File: src/rtl/serial_bus_arbiter_pkg.sv
// Shared encodings for the serial bus arbiter: owner codes, FSM states and default sizing.
package serial_bus_arbiter_pkg;

  localparam logic [1:0] OWNER_NONE = 2'b00;
  localparam logic [1:0] OWNER_M1   = 2'b01;
  localparam logic [1:0] OWNER_M2   = 2'b10;

  localparam int DEFAULT_HOLD_TIMEOUT = 256;
  localparam int DEFAULT_CNT_WIDTH    = 9;

  typedef enum logic [1:0] {
    ST_IDLE   = 2'd0,
    ST_OWN_M1 = 2'd1,
    ST_OWN_M2 = 2'd2,
    ST_RESUME = 2'd3
  } arb_state_t;

endpackage

File: src/rtl/arb_hold_timer.sv
// Grant-hold watchdog: counts owned cycles and flags the last permitted one.
module arb_hold_timer #(
  parameter int HOLD_TIMEOUT = 256,
  parameter int CNT_WIDTH    = 9
) (
  input  logic clk,
  input  logic rstn,
  input  logic clear,
  input  logic enable,
  output logic expire
);

  logic [CNT_WIDTH-1:0] count;

  always_ff @(posedge clk or negedge rstn) begin
    if (!rstn) begin
      count <= '0;
    end else if (clear) begin
      count <= '0;
    end else if (enable) begin
      count <= count + CNT_WIDTH'(1);
    end
  end

  // Expire during the HOLD_TIMEOUT-th owned cycle so the grant is visible exactly that long.
  assign expire = (HOLD_TIMEOUT != 0) && enable &&
                  (count == CNT_WIDTH'(HOLD_TIMEOUT - 1));

endmodule

File: src/rtl/serial_bus_arbiter.sv
// Two-master registered bus arbiter with fixed/round-robin priority, split parking and hold watchdog.
module serial_bus_arbiter
  import serial_bus_arbiter_pkg::*;
#(
  parameter bit RR_EN        = 1'b1,
  parameter int HOLD_TIMEOUT = DEFAULT_HOLD_TIMEOUT,
  parameter int CNT_WIDTH    = DEFAULT_CNT_WIDTH
) (
  input  logic       clk,
  input  logic       rstn,
  input  logic       m1_breq,
  input  logic       m2_breq,
  output logic       m1_bgrant,
  output logic       m2_bgrant,
  output logic       m1_split,
  output logic       m2_split,
  input  logic       s_split,
  input  logic       s_split_ready,
  output logic       split_grant,
  output logic [1:0] bus_owner,
  output logic       timeout_err,
  output arb_state_t dbg_state
);

  // Requests are levels held by the masters; a grant is a level that stays high
  // while the owner keeps breq high, and the bus always idles one cycle between owners.

  arb_state_t state;
  logic [1:0] last_owner;
  logic       split_pend, elig1, elig2, pick_m1, own_breq, owned, expire;
  logic       take_split, release_bus;

  assign split_pend  = m1_split | m2_split;
  assign elig1       = m1_breq & ~m1_split;
  assign elig2       = m2_breq & ~m2_split;
  assign pick_m1     = elig1 & (~elig2 | ~RR_EN | (last_owner == OWNER_M2));
  assign own_breq    = (bus_owner == OWNER_M1) ? m1_breq : m2_breq;
  assign owned       = (state == ST_OWN_M1) || (state == ST_OWN_M2);
  assign take_split  = s_split & ~split_pend;
  assign release_bus = take_split | ~own_breq | expire;
  assign dbg_state   = state;

  arb_hold_timer #(
    .HOLD_TIMEOUT(HOLD_TIMEOUT),
    .CNT_WIDTH   (CNT_WIDTH)
  ) u_hold_timer (
    .clk   (clk),
    .rstn  (rstn),
    .clear (~owned),
    .enable(owned),
    .expire(expire)
  );

  always_ff @(posedge clk or negedge rstn) begin
    if (!rstn) begin
      state       <= ST_IDLE;
      last_owner  <= OWNER_M2;
      m1_bgrant   <= 1'b0;
      m2_bgrant   <= 1'b0;
      m1_split    <= 1'b0;
      m2_split    <= 1'b0;
      split_grant <= 1'b0;
      bus_owner   <= OWNER_NONE;
      timeout_err <= 1'b0;
    end else begin
      split_grant <= 1'b0;
      timeout_err <= 1'b0;
      case (state)
        ST_IDLE: begin
          if (split_pend && s_split_ready) begin
            state       <= ST_RESUME;
            split_grant <= 1'b1;
            if (m1_split) begin
              m1_split  <= 1'b0;
              m1_bgrant <= 1'b1;
              bus_owner <= OWNER_M1;
            end else begin
              m2_split  <= 1'b0;
              m2_bgrant <= 1'b1;
              bus_owner <= OWNER_M2;
            end
          end else if (pick_m1) begin
            state     <= ST_OWN_M1;
            m1_bgrant <= 1'b1;
            bus_owner <= OWNER_M1;
          end else if (elig2) begin
            state     <= ST_OWN_M2;
            m2_bgrant <= 1'b1;
            bus_owner <= OWNER_M2;
          end
        end
        ST_OWN_M1, ST_OWN_M2: begin
          if (release_bus) begin
            state     <= ST_IDLE;
            m1_bgrant <= 1'b0;
            m2_bgrant <= 1'b0;
            bus_owner <= OWNER_NONE;
            if (take_split) begin
              if (bus_owner == OWNER_M1) m1_split <= 1'b1;
              else                       m2_split <= 1'b1;
            end else begin
              // With breq still high the release can only have come from the watchdog.
              last_owner  <= bus_owner;
              timeout_err <= own_breq;
            end
          end
        end
        ST_RESUME: begin
          if (own_breq) begin
            state <= (bus_owner == OWNER_M1) ? ST_OWN_M1 : ST_OWN_M2;
          end else begin
            state      <= ST_IDLE;
            last_owner <= bus_owner;
            m1_bgrant  <= 1'b0;
            m2_bgrant  <= 1'b0;
            bus_owner  <= OWNER_NONE;
          end
        end
        default: state <= ST_IDLE;
      endcase
    end
  end

endmodule

File: config.mk
export PLATFORM = sky130hd
export DESIGN_NAME = serial_bus_arbiter
export DESIGN_NICKNAME = d
export VERILOG_FILES = /design/src/rtl/serial_bus_arbiter_pkg.sv /design/src/rtl/arb_hold_timer.sv /design/src/rtl/serial_bus_arbiter.sv
export SDC_FILE = /design/constraint.sdc
export NUM_CORES = 1
export LEC_CHECK = 0
export BUFFER_PORTS_ARGS = -buffer_cell sky130_fd_sc_hd__buf_4
export CAP_MARGIN = 25
export CORE_MARGIN = 2
export CORE_UTILIZATION = 45
export DETAILED_ROUTE_END_ITERATION = 6
export GPL_TIMING_DRIVEN = 0
export HOLD_SLACK_MARGIN = 0.03
export PLACE_DENSITY = 0.77
export SYNTH_ARGS = -nofsm -noshare
export SYNTH_HDL_FRONTEND = slang
export SYNTH_SLANG_ARGS = --single-unit
File: constraint.sdc
create_clock -name clk -period 2.55 [get_ports clk]
set_clock_uncertainty 0.2 [all_clocks]
set_input_delay 0.1275 -clock clk [delete_from_list [all_inputs] [get_ports clk]]
set_output_delay 0.1275 -clock clk [all_outputs]
set_load 0.005 [all_outputs]
==> impl_metrics.json <==
{
  "clkPwrFrac": 0.113,
  "place_worst_setup_slack_ns": 0.512,
  "synth_top_cell_by_area": "dfrtp_1",
  "startpoint": "dbg_state[1]",
  "synth_edf_count": 0,
  "cts_resized": 0,
  "via_count": 931,
  "ys_ff_latch": 21,
  "holdCritStartpoint": "m1_breq",
  "path_max_fanout": 10,
  "dp.cells": 157,
  "grt.total_usage": 0.170,
  "power_frac_comb": 0.538,
  "wl_per_cell_microns": 14.4,
  "synth_cell_type_count": 42,
  "max_stage_delay_ns": 0.42,
  "hold_depth": 3,
  "cellPowerDensity_mw_per_mm2": 1000,
  "multiInputGateArea_sq_um": 608,
  "power_switching_mw": 0.575,
  "stdcell_count": 167,
  "design.die.area_sq_mm": 0.00306,
  "required_ns": 2.55,
  "yosysWarnings": 0,
  "clkTransAtPathRegs_ns": 0.12,
  "syn2layout_area_growth_pct": 20.0,
  "placed_area_sq_mm": 0.00134,
  "fin_nets": 148,
  "period_needed_ns": 2.07,
  "whs_ns": 0.109,
  "core-area_sq_mm": 0.00248,
  "peakVddDrop_v": 0.000518,
  "worstSetupEndpointType": "register",
  "path_class": "reg2reg",
  "rsz0062_at_grt": "no",
  "crit_path_top_delay_cell": "dfrtp_1",
  "antenna_found_initial": 0,
  "grt_pass1_vias": 965,
  "vias_per_cell": 5.57,
  "yosysSeqAreaShare": 0.445,
  "finish.utilization": 0.574,
  "post-synth-top-count-cell": "dfrtp_1",
  "io_pins": 16,
  "hold_viol_final": 0,
  "fin_crit_sh": 0.814,
  "p_int_mw": 0.849,
  "maxCapViolCount": 0,
  "synth_area_leaders": "dfrtp_1, ha_1, and2_1, mux2_1, o21ai_0",
  "synth_cells": 112,
  "drive_gt1_frac": 0.219,
  "regArea_sq_um": 527,
  "fp.dieW_microns": 55.3,
  "yosys_most_used_dff": "dfrtp_1",
  "ant_nets": 0,
  "synth_area_sq_mm": 0.00118,
  "syn_nets": 122,
  "r2r-start": "dbg_state[1]",
  "drtPass1Iterations": 4,
  "place_congestion": 0.856,
  "design_area_sq_mm": 0.00142,
  "setup_slack_ns": 0.475,
  "hpwlAfterDp_microns": 1780,
  "clk_path_buf_depth": 2,
  "start_kind": "register",
  "drv_slew": 0,
  "io_buffers": 15,
  "cts-buffers-inserted": 3,
  "tritoncts": "built",
  "setup_viol": 0,
  "clock_sinks": 21,
  "sw_frac_of_total": 0.404,
  "clock_latency_ns": 0.31,
  "cp_cell_sequence": "inv_1 -> ha_1 -> clkbuf_1 -> nand4_1 -> o31ai_2 -> mux2_1",
  "rr_worst_depth": 6,
  "ys_top_cells_by_count": "dfrtp_1, nand2_1, inv_1, and2_1, o21ai_0",
  "max-slew-margin-rel": 0.684,
  "hp-class": "in2reg",
  "max_slew.worst_pin.slew_ns": 0.472,
  "p_total_mw": 1.42,
  "grt_overflow": 0,
  "drtIter0Drc": 17,
  "postSynthAreaPerCell_sq_um": 10.6,
  "fmax_mhz": 482,
  "die_height_microns": 55.3,
  "async_reset_ff_frac": 1.00,
  "crit_arrival_ns": 2.08,
  "rows": 18,
  "antenna_cells": 0,
  "clockRootBuffer": "clkbuf_4",
  "yosysTopAreaCellShare": 0.422,
  "outcome": "complete, no violations",
  "grt_max_degree": 13,
  "drc_errors": 0,
  "htree_levels": 1,
  "power_frac_seq": 0.349,
  "p_leak_nw": 0.628,
  "initial_core_util": 0.478,
  "grt_pass1_wl_microns": 4120,
  "fin_tns_setup_ns": 0,
  "wirelength_microns": 2410,
  "fill_cells": 246
}
## path summary, 6_finish.rpt
check / to / slack, ns
setup / recovery: dbg_state[0] / 0.48
hold / removal: timeout_err / 0.11
setup reg to reg: dbg_state[0] / 0.48
hold reg to reg: u_hold_timer.count[0] / 0.27
max in group asynchronous: dbg_state[0] / 0.53
min in group asynchronous: bus_owner[1] / 0.53
## placed cells by master (no fill, tap or decap), types with 2 or more instances in the layout
| cell | Yosys | layout |
|---|---|---|
| or3_1 | 2 | 2 |
| dlygate4sd3_1 | 0 | 6 |
| a21oi_1 | 3 | 3 |
| mux2i_1 | 2 | 2 |
| inv_1 | 7 | 7 |
| a31oi_1 | 2 | 2 |
| nor2b_1 | 3 | 3 |
| xnor2_1 | 3 | 3 |
| a21boi_1 | 3 | 3 |
| clkbuf_4 | 0 | 3 |
| clkbuf_1 | 2 | 3 |
| nor2_1 | 4 | 4 |
| mux2_1 | 3 | 3 |
| nand2_1 | 8 | 8 |
| ha_1 | 4 | 4 |
| dfrtp_1 | 20 | 20 |
| o21ai_0 | 6 | 6 |
| buf_4 | 0 | 15 |
| and2_1 | 6 | 6 |
| o2bb2ai_1 | 2 | 2 |
| o21bai_1 | 2 | 2 |
| nand2b_1 | 3 | 3 |
| nand3_1 | 5 | 5 |
## repair_timing
| action | in CTS | in global routing |
|---|---|---|
| buffers inserted | 0 | 0 |
| endpoints found under the hold margin | 25 | 0 |
| hold buffers | 6 | 0 |
## registers in the layout, indices dropped and copies added, names as in the netlist
| name | flops |
|---|---|
| m1_bgrant | 1 |
| timeout_err | 1 |
| m1_split | 1 |
| u_hold_timer.count | 9 |
| last_owner | 2 |
| m2_split | 1 |
| bus_owner | 2 |
| split_grant | 1 |
| dbg_state | 2 |
| m2_bgrant | 1 |
## power by group through the flow
stage	Sequential, mW	Combinational [mW]	Clock, mW
2_1_floorplan	0.495	0.527	0
3_3_place_gp	0.500	0.727	0
3_5_place_dp	0.507	0.759	0
4_1_cts	0.500	0.768	0.167
5_1_grt	0.512	0.844	0.180
6_report	0.497	0.766	0.161
## worst max-delay path: cells and delay by family, from the launching register on
| kind | cells | cell delay (ns) |
|---|---|---|
| buf+inv | 2 | 0.42 |
| flops | 1 | 0.42 |
| mux | 1 | 0.36 |
| simple gates | 1 | 0.25 |
| fa+ha+maj | 1 | 0.17 |
| compound gates | 1 | 0.15 |
## cells by family (layout without fill, tap and decap cells)
logic type,count (synthesis),after routing,share of synthesized area
buffers and inverters,11,36,0.0422
AND/OR/NAND/NOR,39,39,0.193
multiplexers,7,7,0.0739
XOR/XNOR,4,4,0.0296
AO/OA/AOI/OAI,26,26,0.174
flip-flops,21,21,0.445
adder cells (fa/ha/maj),4,4,0.0422
## layout make-up
class,instances,share of cell area
Buffer,4,0.0167
Clock buffer,4,0.0185
Inverter,7,0.0185
Multi-Input combinational cell,80,0.428
Sequential cell,21,0.371
Tap cell,30,0.0264
Timing Repair Buffer,21,0.121
## metal layers
metal / vias to the layer above / track usage / share of wire
met5: - / 0 / 0
li1: 446 / - / -
met2: 23 / 0.282 / 0.51
met4: 0 / 0.101 / 0.023
met1: 456 / 0.207 / 0.43
met3: 6 / 0.0234 / 0.033
Power figures use the tool's default switching activity.
